$ cat config.mk
export PLATFORM = sky130hd
export DESIGN_NAME = recip_coef_streamer_flat
export DESIGN_NICKNAME = d
export VERILOG_FILES = /design/src/rtl/recip_coef_streamer_pkg.sv /design/src/rtl/recip_coef_streamer_if.sv /design/src/rtl/recip_coef_streamer_lut.sv /design/src/rtl/recip_coef_streamer.sv /design/src/flat_wrapper.sv
export SDC_FILE = /design/constraint.sdc
export NUM_CORES = 1
export LEC_CHECK = 0
export BUFFER_PORTS_ARGS = -buffer_cell sky130_fd_sc_hd__buf_2
export CORE_MARGIN = 3
export CORE_UTILIZATION = 45
export DETAILED_ROUTE_END_ITERATION = 10
export GPL_TIMING_DRIVEN = 0
export MAX_ROUTING_LAYER = met4
export PLACE_DENSITY = 0.74
export SYNTH_ARGS = -nofsm -noshare
export SYNTH_HDL_FRONTEND = slang
export SYNTH_SLANG_ARGS = --single-unit
$ cat constraint.sdc
create_clock -name clk -period 1.65 [get_ports clk]
set_input_delay 0.165 -clock clk [delete_from_list [all_inputs] [get_ports clk]]
set_output_delay 0.165 -clock clk [all_outputs]
set_load 0.02 [all_outputs]
$ cat src/rtl/recip_coef_streamer_pkg.sv
// Shared definitions for the reciprocal coefficient streamer.
//   RECIP_FRAC_DEFAULT : default number of fractional bits (1.0 = 2^FRAC)
//   recip_entry()      : saturated fixed-point value of 1/(n+1), evaluated at elaboration
//   state_t            : sequencing states of the streamer
package recip_pkg;

    localparam int RECIP_FRAC_DEFAULT = 8;

    typedef enum logic [0:0] {
        IDLE   = 1'b0,
        STREAM = 1'b1
    } state_t;

    // floor(2^frac / (n+1)), clipped to 2^frac - 1 so entry 0 still fits in frac bits.
    function automatic int recip_entry(input int n, input int frac, input int dw);
        int one;
        int v;
        one = 1 << frac;
        v   = one / (n + 1);
        if (v > one - 1)
            v = one - 1;
        if (dw < 31)
            v = v & ((1 << dw) - 1);
        return v;
    endfunction

endpackage

$ cat src/rtl/recip_coef_streamer_if.sv
// Request/output handshake bundle for recip_coef_streamer.
//   req_valid/req_ready        : request handshake from the iteration controller
//   req_addr/req_burst/req_len : start index, burst select, burst entry count
//   out_valid/out_ready        : beat handshake toward the multiply-accumulate unit
//   out_data/out_idx/out_last/out_err : beat payload
//   busy                       : a burst is in progress
// master = requester/consumer side, slave = streamer side.
interface recip_coef_streamer_if #(
    parameter int DW = 16,
    parameter int AW = 4
);
    logic          req_valid;
    logic          req_ready;
    logic [AW-1:0] req_addr;
    logic          req_burst;
    logic [AW-1:0] req_len;
    logic          out_valid;
    logic          out_ready;
    logic [DW-1:0] out_data;
    logic [AW-1:0] out_idx;
    logic          out_last;
    logic          out_err;
    logic          busy;

    modport master (
        output req_valid, req_addr, req_burst, req_len, out_ready,
        input  req_ready, out_valid, out_data, out_idx, out_last, out_err, busy
    );

    modport slave (
        input  req_valid, req_addr, req_burst, req_len, out_ready,
        output req_ready, out_valid, out_data, out_idx, out_last, out_err, busy
    );
endinterface

$ cat src/rtl/recip_coef_streamer_lut.sv
// Combinational reciprocal table, DEPTH entries generated from recip_entry().
//   addr     : table index (may exceed DEPTH-1)
//   data     : entry[addr], or 0 when addr is out of range
//   in_range : addr < DEPTH
module recip_lut
    import recip_pkg::*;
#(
    parameter int DEPTH = 12,
    parameter int DW    = 16,
    parameter int FRAC  = RECIP_FRAC_DEFAULT,
    parameter int AW    = $clog2(DEPTH)
) (
    input  logic [AW-1:0] addr,
    output logic [DW-1:0] data,
    output logic          in_range
);
    logic [DW-1:0] tbl [DEPTH];

    for (genvar i = 0; i < DEPTH; i++) begin : g_tbl
        assign tbl[i] = DW'(recip_entry(i, FRAC, DW));
    end

    always_comb begin
        in_range = (int'(addr) < DEPTH);
        data     = '0;
        if (in_range)
            data = tbl[addr];
    end
endmodule

$ cat src/rtl/recip_coef_streamer.sv
// Streams reciprocal coefficients 1/(n+1) as single lookups or wrapping bursts,
// through a single registered output slot with valid/ready backpressure.
//   clk, rst_n : rising-edge clock, asynchronous active-low reset
//   bus        : request and output handshake (slave side), plus busy
module recip_coef_streamer
    import recip_pkg::*;
#(
    parameter int DEPTH = 12,
    parameter int DW    = 16,
    parameter int FRAC  = RECIP_FRAC_DEFAULT
) (
    input  logic                  clk,
    input  logic                  rst_n,
    recip_coef_streamer_if.slave  bus
);
    localparam int AW = $clog2(DEPTH);
    localparam logic [AW-1:0] LAST_IDX = AW'(DEPTH - 1);

    state_t        state, state_nx;
    logic [AW-1:0] rem_q, rem_nx;
    logic          valid_q, valid_nx;
    logic [DW-1:0] data_q, data_nx;
    logic [AW-1:0] idx_q, idx_nx;
    logic          last_q, last_nx;
    logic          err_q, err_nx;
    logic          load;

    logic          slot_free;
    logic          accept;
    logic [AW-1:0] next_idx;
    logic [AW-1:0] eff_len;
    logic [AW-1:0] lut_addr;
    logic [DW-1:0] lut_data;
    logic          lut_ok;

    assign slot_free     = !valid_q || bus.out_ready;
    assign bus.req_ready = (state == IDLE) && slot_free && rst_n;
    assign accept        = bus.req_valid && bus.req_ready;
    assign next_idx      = (idx_q == LAST_IDX) ? '0 : idx_q + AW'(1);
    assign eff_len       = !bus.req_burst       ? AW'(1) :
                           (bus.req_len == '0)  ? AW'(1) : bus.req_len;
    // One table port serves both the first beat and the following burst beats.
    assign lut_addr      = (state == STREAM) ? next_idx : bus.req_addr;

    recip_lut #(
        .DEPTH (DEPTH),
        .DW    (DW),
        .FRAC  (FRAC),
        .AW    (AW)
    ) u_lut (
        .addr     (lut_addr),
        .data     (lut_data),
        .in_range (lut_ok)
    );

    always_comb begin
        state_nx = state;
        rem_nx   = rem_q;
        load     = 1'b0;
        data_nx  = data_q;
        idx_nx   = idx_q;
        last_nx  = last_q;
        err_nx   = err_q;
        case (state)
            IDLE: begin
                if (accept) begin
                    load    = 1'b1;
                    data_nx = lut_data;
                    idx_nx  = bus.req_addr;
                    err_nx  = !lut_ok;
                    // An out-of-range start yields exactly one error beat, bursts included.
                    if (!lut_ok || eff_len == AW'(1)) begin
                        last_nx = 1'b1;
                        rem_nx  = '0;
                    end else begin
                        last_nx  = 1'b0;
                        rem_nx   = eff_len - AW'(1);
                        state_nx = STREAM;
                    end
                end
            end
            STREAM: begin
                if (slot_free) begin
                    load    = 1'b1;
                    data_nx = lut_data;
                    idx_nx  = next_idx;
                    err_nx  = 1'b0;
                    rem_nx  = rem_q - AW'(1);
                    last_nx = (rem_q == AW'(1));
                    if (rem_q == AW'(1))
                        state_nx = IDLE;
                end
            end
            default: state_nx = IDLE;
        endcase
        valid_nx = valid_q;
        if (load)
            valid_nx = 1'b1;
        else if (bus.out_ready)
            valid_nx = 1'b0;
    end

    // Output slot and sequencing state
    always_ff @(posedge clk or negedge rst_n) begin
        if (!rst_n) begin
            state   <= IDLE;
            rem_q   <= '0;
            valid_q <= 1'b0;
            data_q  <= '0;
            idx_q   <= '0;
            last_q  <= 1'b0;
            err_q   <= 1'b0;
        end else begin
            state   <= state_nx;
            rem_q   <= rem_nx;
            valid_q <= valid_nx;
            if (load) begin
                data_q <= data_nx;
                idx_q  <= idx_nx;
                last_q <= last_nx;
                err_q  <= err_nx;
            end
        end
    end

    assign bus.out_valid = valid_q;
    assign bus.out_data  = data_q;
    assign bus.out_idx   = idx_q;
    assign bus.out_last  = last_q;
    assign bus.out_err   = err_q;
    assign bus.busy      = (state == STREAM);
endmodule

$ cat src/flat_wrapper.sv
// flat-port wrapper written by rule: the top's interface ports become plain ports
module recip_coef_streamer_flat import recip_pkg::*;
#(
    parameter int DEPTH = 12,
    parameter int DW    = 16,
    parameter int FRAC  = RECIP_FRAC_DEFAULT
)
  (clk, rst_n, bus_req_valid, bus_req_addr, bus_req_burst, bus_req_len, bus_out_ready, bus_req_ready, bus_out_valid, bus_out_data, bus_out_idx, bus_out_last, bus_out_err, bus_busy);
  recip_coef_streamer_if #(.DW(DW), .AW(4)) bus_i ();
  input  logic clk;
  input  logic rst_n;
  input wire logic [$bits(bus_i.req_valid)-1:0] bus_req_valid;
  input wire logic [$bits(bus_i.req_addr)-1:0] bus_req_addr;
  input wire logic [$bits(bus_i.req_burst)-1:0] bus_req_burst;
  input wire logic [$bits(bus_i.req_len)-1:0] bus_req_len;
  input wire logic [$bits(bus_i.out_ready)-1:0] bus_out_ready;
  output wire logic [$bits(bus_i.req_ready)-1:0] bus_req_ready;
  output wire logic [$bits(bus_i.out_valid)-1:0] bus_out_valid;
  output wire logic [$bits(bus_i.out_data)-1:0] bus_out_data;
  output wire logic [$bits(bus_i.out_idx)-1:0] bus_out_idx;
  output wire logic [$bits(bus_i.out_last)-1:0] bus_out_last;
  output wire logic [$bits(bus_i.out_err)-1:0] bus_out_err;
  output wire logic [$bits(bus_i.busy)-1:0] bus_busy;
  assign bus_i.req_valid = bus_req_valid;
  assign bus_i.req_addr = bus_req_addr;
  assign bus_i.req_burst = bus_req_burst;
  assign bus_i.req_len = bus_req_len;
  assign bus_i.out_ready = bus_out_ready;
  assign bus_req_ready = bus_i.req_ready;
  assign bus_out_valid = bus_i.out_valid;
  assign bus_out_data = bus_i.out_data;
  assign bus_out_idx = bus_i.out_idx;
  assign bus_out_last = bus_i.out_last;
  assign bus_out_err = bus_i.out_err;
  assign bus_busy = bus_i.busy;
  recip_coef_streamer #(.DEPTH(DEPTH), .DW(DW), .FRAC(FRAC)) u_core (.clk(clk), .rst_n(rst_n), .bus(bus_i));
endmodule
; ---- Word-level counts from Yosys, hierarchy flattened
; Memories as Yosys holds them, arrays and structs flattened.
; Cells that the tools add are included.
[classes]
add_sub_neg = 3
n_lt_le_gt_ge = 2
eq_ne = 5
muxes = 34
n_bitwise = 2
n_reduce_logical = 11
[op_table]
columns = operator, count
row1 = $mux W16, 5
row2 = $mux W4, 9
row3 = $pmux W16 S2, 1
row4 = $pmux W4 S2, 2
row5 = $mux W1, 13
row6 = $eq A4 B1 Y1 const B, 2
row7 = $pmux W1 S2, 4
row8 = $sub A4 B1 Y4 const B, 2
row9 = $ge A5 B5 Y1 const B, 1
row10 = $not A4 Y5, 1
row11 = $add A4 B1 Y4 const B, 1
row12 = $eq A4 B4 Y1 const B, 1
row13 = $logic_not A4 Y1, 1
row14 = $lt A4 B4 Y1 const B, 1
row15 = $logic_and A1 B1 Y1, 3
row16 = $reduce_and A3 Y1, 1
row17 = $logic_not A1 Y1, 2
row18 = $logic_or A1 B1 Y1, 2
row19 = $ne A2 B1 Y1 const B, 1
row20 = $ne A2 B2 Y1 const B, 1
row21 = $reduce_and A2 Y1, 1
row22 = $reduce_bool A2 Y1, 1
row23 = $not A1 Y1, 1
[totals]
regBits = 28
mem_bits_ro = 256
in_bits = 13
output_inout_bits = 25
word_cells = 65
n_memories = 1
[mem_list]
columns = name, words, width, read_ports, rd_ports_with_merged_regs, wr, line
row1 = (name not given), 16, 16, 1, 0, 0, recip_coef_streamer_lut.sv:27  ; data = tbl[addr];

; ---- Logic depth before layout (Yosys ltp)
[depth]
ltp_word = 10
ltp_mapped = 8
ltp_nobuf = 8

; ---- By module
; Synthesis repeated with hierarchy kept, for this count alone.
[unflattened]
hier_cells = 194
area_unflattened_um2 = 1652.8
[by_module_without_submodules]
columns = mod, instances, cells_each, area_per_inst_um2, seq_area_each_um2
row1 = recip_coef_streamer, 1, 160, 1458.9, 700.7
row2 = recip_lut, 1, 34, 193.9, 0.0

; ---- Least setup slack after synthesis
; OpenSTA, ideal clock, no wires.
[synth_timing]
path_kind = flip-flop to flip-flop
startpoint = reg u_core.idx_q[1] (netlist: u_core.bus.out_idx[1])
endpoint = reg u_core.data_q[2] (netlist: u_core.bus.out_data[2])
t_arrival_ps = 1868
t_required_ps = 1512
path_slack_ps = -356
path_stages_with_launch = 8
path_buffers = 1
period_less_slack_ps = 2006
path_cell_list = dfrtp_1 -> ha_1 -> or3b_4 -> a31oi_4 -> buf_6 -> inv_2 -> a2111oi_1 -> a211oi_1
[synth_between]
elab_chain_len = 10
elab_cells_between_ends = 13
cone_classes = add/sub (1) / order compare (1) / eq/ne (1) / mux (8) / bitwise (1) / memory (1)
[synth_lines]
columns = item, line
row1 = from (decl), recip_coef_streamer.sv:23  ; logic [AW-1:0] idx_q, idx_nx;
row2 = from (signal assigned), recip_coef_streamer.sv:119  ; idx_q <= idx_nx;
row3 = $add A4 B1 Y4 or $eq A4 B4 Y1 (tied branches), recip_coef_streamer.sv:39  ; assign next_idx = (idx_q == LAST_IDX) ? '0 : idx_q + AW'(1);
row4 = $mux W4 (*), recip_coef_streamer.sv:39
row5 = $mux W4 (*), recip_coef_streamer.sv:43  ; assign lut_addr = (state == STREAM) ? next_idx : bus.req_addr;
row6 = $not A4 Y5 (not written as such), recip_coef_streamer_lut.sv:27
row7 = $mem_v2 Z16 W16, n/a
row8 = $mux W16 (not written as such) (2 in a row), recip_coef_streamer_lut.sv:27
row9 = $mux W16 (*), recip_coef_streamer_lut.sv:26  ; if (in_range)
row10 = $mux W16 (on tied branches), "recip_coef_streamer.sv:83, recip_coef_streamer.sv:66"
row11 = $pmux W16 S2 (*), recip_coef_streamer.sv:64  ; case (state)
row12 = to (signal assigned), recip_coef_streamer.sv:118  ; data_q <= data_nx;
row13 = to (decl), recip_coef_streamer.sv:22  ; logic [DW-1:0] data_q, data_nx;
; Mark *: on every way between the ends. The rest lies on a longest branch, timed or not. The select of a mux whose other input is x is not followed.
; A chain may end at the register's enable or synchronous reset.

; ---- Worst setup path in the final report
[layout_timing]
startpoint = reg u_core.idx_q[1] (netlist: u_core.bus.out_idx[1])
endpoint = reg u_core.data_q[4] (netlist: u_core.bus.out_data[4])
; The elaborated chain is that of the path after synthesis.

==> run_results.csv <==
group,metric,value,unit
timing,setup_viol,11,
cts,clk_latency,0.30,ns
cts,cts_tree,"yes",
worst_setup_path,cp_slowest_cell,"dfrtp_2",
pwr,p_total,3.579,mW
routing,dr.pass1.iters,4,
routing,vias_per_cell,5.530,
yosys,synth-simple-area-share,22.55,%
worst_setup_path,cp_data_required_time,1.84,ns
placement,portBuffers,29,
placement,gp_congestion,0.9137,
routing,wl_met1,1495,microns
timing,finalHoldViolCount,0,
floorplan,fp.dieW,59.83,microns
worst_setup_path,endpoint_kind,"flip-flop",
routing,route.met3.wl,184,microns
grt,track_usage,20.43,%
worst_setup_path,path_buf_inv,3,
grt,grt_pass1_vias,1208,
worst_setup_path,cp_top_family,"compound AO/OA/AOI/OAI gates",
timing,rsz0062_at_grt,"yes",
finish,area_growth,34.55,%
cts,clk_pin_slew_worst_paths,0.11,ns
timing,fmax,0.5415,GHz
cts,clock-root-buffer,"clkbuf_4",
cts,clockBufferDepth,2,
flow_run,cap_violations,0,
finish,final_nets,220,
routing,dr.first_iter.drc_count,55,
grt,overflow,0,
routing,wl_met2,1726,microns
timing,skew,0.005745,ns
floorplan,initial_utilization,49.90,%
yosys,synth_xor_area_share,1.344,%
timing,relSlewSlack,40.34,%
yosys,async_flop_share,100.0,%
run_status,status,"finished, violations left",
placement,hpwl,2455,microns
yosys,muxShareOfSynthArea,3.455,%
hold_path,holdCritPathClass,"primary input to flip-flop",
floorplan,io_pins,38,
worst_setup_path,rrSetupSlack,-0.20,ns
timing,min_period_over_period,111.9,%
pwr,p_leak,0.8267,nW
run_status,violations,"negative setup slack",
worst_setup_path,cp.arrival,2.04,ns
yosys,syn-cell-area,1304,sq um
finish,fin_cells,230,
routing,num_vias,1272,
floorplan,placement_rows,18,
routing,drc,0,
yosys,synth_compound_gate_area_share,20.35,%
pwr,power_density,2040,nW/um^2
yosys,yosysWarnings,0,
cts,cts-buffers-inserted,3,
floorplan,core,2613,sq um
routing,drt-total-wl,3460,microns
routing,dr.max_layer_used,"met4",
worst_setup_path,cp-start-kind,"flip-flop",
yosys,synth_top_family_by_area,"simple AND/OR/NAND/NOR gates",
routing,drt-wirelength-per-cell,15.04,microns
yosys,synth_top_area_share,38.39,%
grt,grt_pass1_wl,5361,microns
finish,layout-drive-gt1-share,40.50,%
timing,min_period,1.847,ns
grt,grt_max_degree,21,
worst_setup_path,crit_top_cell,"buf_6",
grt,grt_antenna_before_repair,0,
yosys,yosys_register_bits,20,
placement,dp_slack,-0.2546,ns
cts,cts_sinks,20,
timing,worst_slack,-0.1967,ns
worst_setup_path,crit_chain,"ha_4, or3b_4, a31oi_4, buf_6, buf_4, buf_6, o21ai_2, a22o_1",
yosys,synth-main-ff-cell,"dfrtp_1",
yosys,synthCells,150,
placement,dp_cells,216,
worst_setup_path,crit_type,"flip-flop to flip-flop",
routing,ant_nets,0,
finish,diodes,0,
timing,holdWs,0.1287,ns
yosys,synth_edf_count,0,
timing,setup_tns,-1.266,ns
timing,slew_viol_final,0,
cts,htree_levels,1,
pwr,vdd_drop_max,0.001620,V
floorplan,die_y,59.83,microns
yosys,synthTopCellsByArea,"dfrtp_1, nand2_1, ha_1",
timing,worst_pin_slew,0.8920,ns
yosys,synthDistinctLibCells,43,
yosys,synth_seq_area_share,38.39,%
yosys,yosys.area.top_type,"dfrtp_1",
yosys,synthAdderAreaFrac,4.798,%
worst_setup_path,max_stage_delay,0.41,ns
worst_setup_path,path_max_fanout,6,
yosys,avgSynthCellArea,8.692,sq um
floorplan,fp.dieArea,3579,sq um
==> repair_timing <==
action | 4_1_cts | 5_1_grt
resized for setup | 8 | 24
hold buffers | 1 | 0
buffers inserted | 6 | 4
cloned | 0 | 1
setup endpoints to repair | 18 | 15
hold endpoints to repair | 20 | 0
pin swaps | 2 | 4
==> registers in the layout, summed over array words and instances (netlist names) <==
register and cells:
u_core.rem_q 4, u_core.bus.out_valid 1, u_core.bus.out_idx 4, u_core.bus.out_err 1
u_core.bus.out_last 1, u_core.bus.out_data 8, u_core.bus.busy 1
==> where the power goes <==
| part | total (mW) | internal, mW | switching (mW) |
|---|---|---|---|
| combinational | 2.42 | 1.08 | 1.35 |
| clock | 0.230 | 0.0851 | 0.145 |
| sequential | 0.926 | 0.730 | 0.196 |
==> worst min-delay path: cells and delay by family <==
kind,cells,cell delay (ns)
and+or+nand+nor,2,0.14
buffers and inverters,1,0.10
==> kinds of logic after synthesis <==
| kind of cell | after synthesis |
|---|---|
| flops | 20 |
| xor+xnor | 2 |
| simple gates | 61 |
| compound gates | 37 |
| mux | 4 |
| other cells | 1 |
| buf+inv | 20 |
| fa+ha+maj | 5 |
==> stage by stage <==
stage,utilization (%),instance area (sq um)
2_1_floorplan,-,1354
6_report,67.15,1754
3_5_place_dp,58.81,1536
5_1_grt,67.15,1754
3_3_place_gp,58.81,1536
4_1_cts,62.40,1630
==> Yosys cell counts, types with 5 or more instances <==
| cell | number |
|---|---|
| a21oi_1 | 8 |
| nand2_1 | 18 |
| o21ai_0 | 6 |
| buf_4 | 8 |
| dfrtp_1 | 20 |
| ha_1 | 5 |
| nor2_1 | 16 |
| nor3_1 | 6 |
==> layout by cell type (no fill, tap or decap), drive strengths merged, types with 3 or more instances in the layout <==
| cell type | n |
|---|---|
| buf | 52 |
| nand2 | 18 |
| inv | 5 |
| a221oi | 4 |
| nor2b | 3 |
| nor2 | 16 |
| mux2 | 4 |
| nand2b | 4 |
| ha | 5 |
| nor3 | 6 |
| nand3 | 4 |
| a21oi | 8 |
| a31oi | 3 |
| conb | 8 |
| clkbuf | 5 |
| o21ai | 9 |
| dfrtp | 20 |
==> path summary, 6_finish.rpt <==
check,to,startpoint,depth (start not counted)
min reg2reg,u_core.bus.out_err,u_core.bus.out_err,2
max in group asynchronous,u_core.bus.out_idx[0],rst_n,2
min in group asynchronous,u_core.rem_q[3],rst_n,2
max reg2reg,u_core.bus.out_data[4],u_core.bus.out_idx[1],8
min,u_core.bus.out_valid,bus_req_valid,3
max,u_core.bus.out_data[4],u_core.bus.out_idx[1],8
==> per-layer routing <==
layer,GRT usage [%],up-vias
met5,-,-
met4,5.696,0
met3,4.536,6
met2,34.41,33
met1,24.40,614
li1,-,619
==> area by class of cell <==
| cell class | instances | area (sq um) |
|---|---|---|
| Sequential cell | 20 | 504.2 |
| Inverter | 5 | 18.77 |
| Multi-Input combinational cell | 117 | 808.3 |
| Clock buffer | 3 | 22.52 |
| Tap cell | 30 | 37.54 |
| Timing Repair Buffer | 41 | 245.2 |
| Fill cell | 217 | 858.3 |
| Buffer | 14 | 117.6 |
Power figures use the tool's default switching activity.
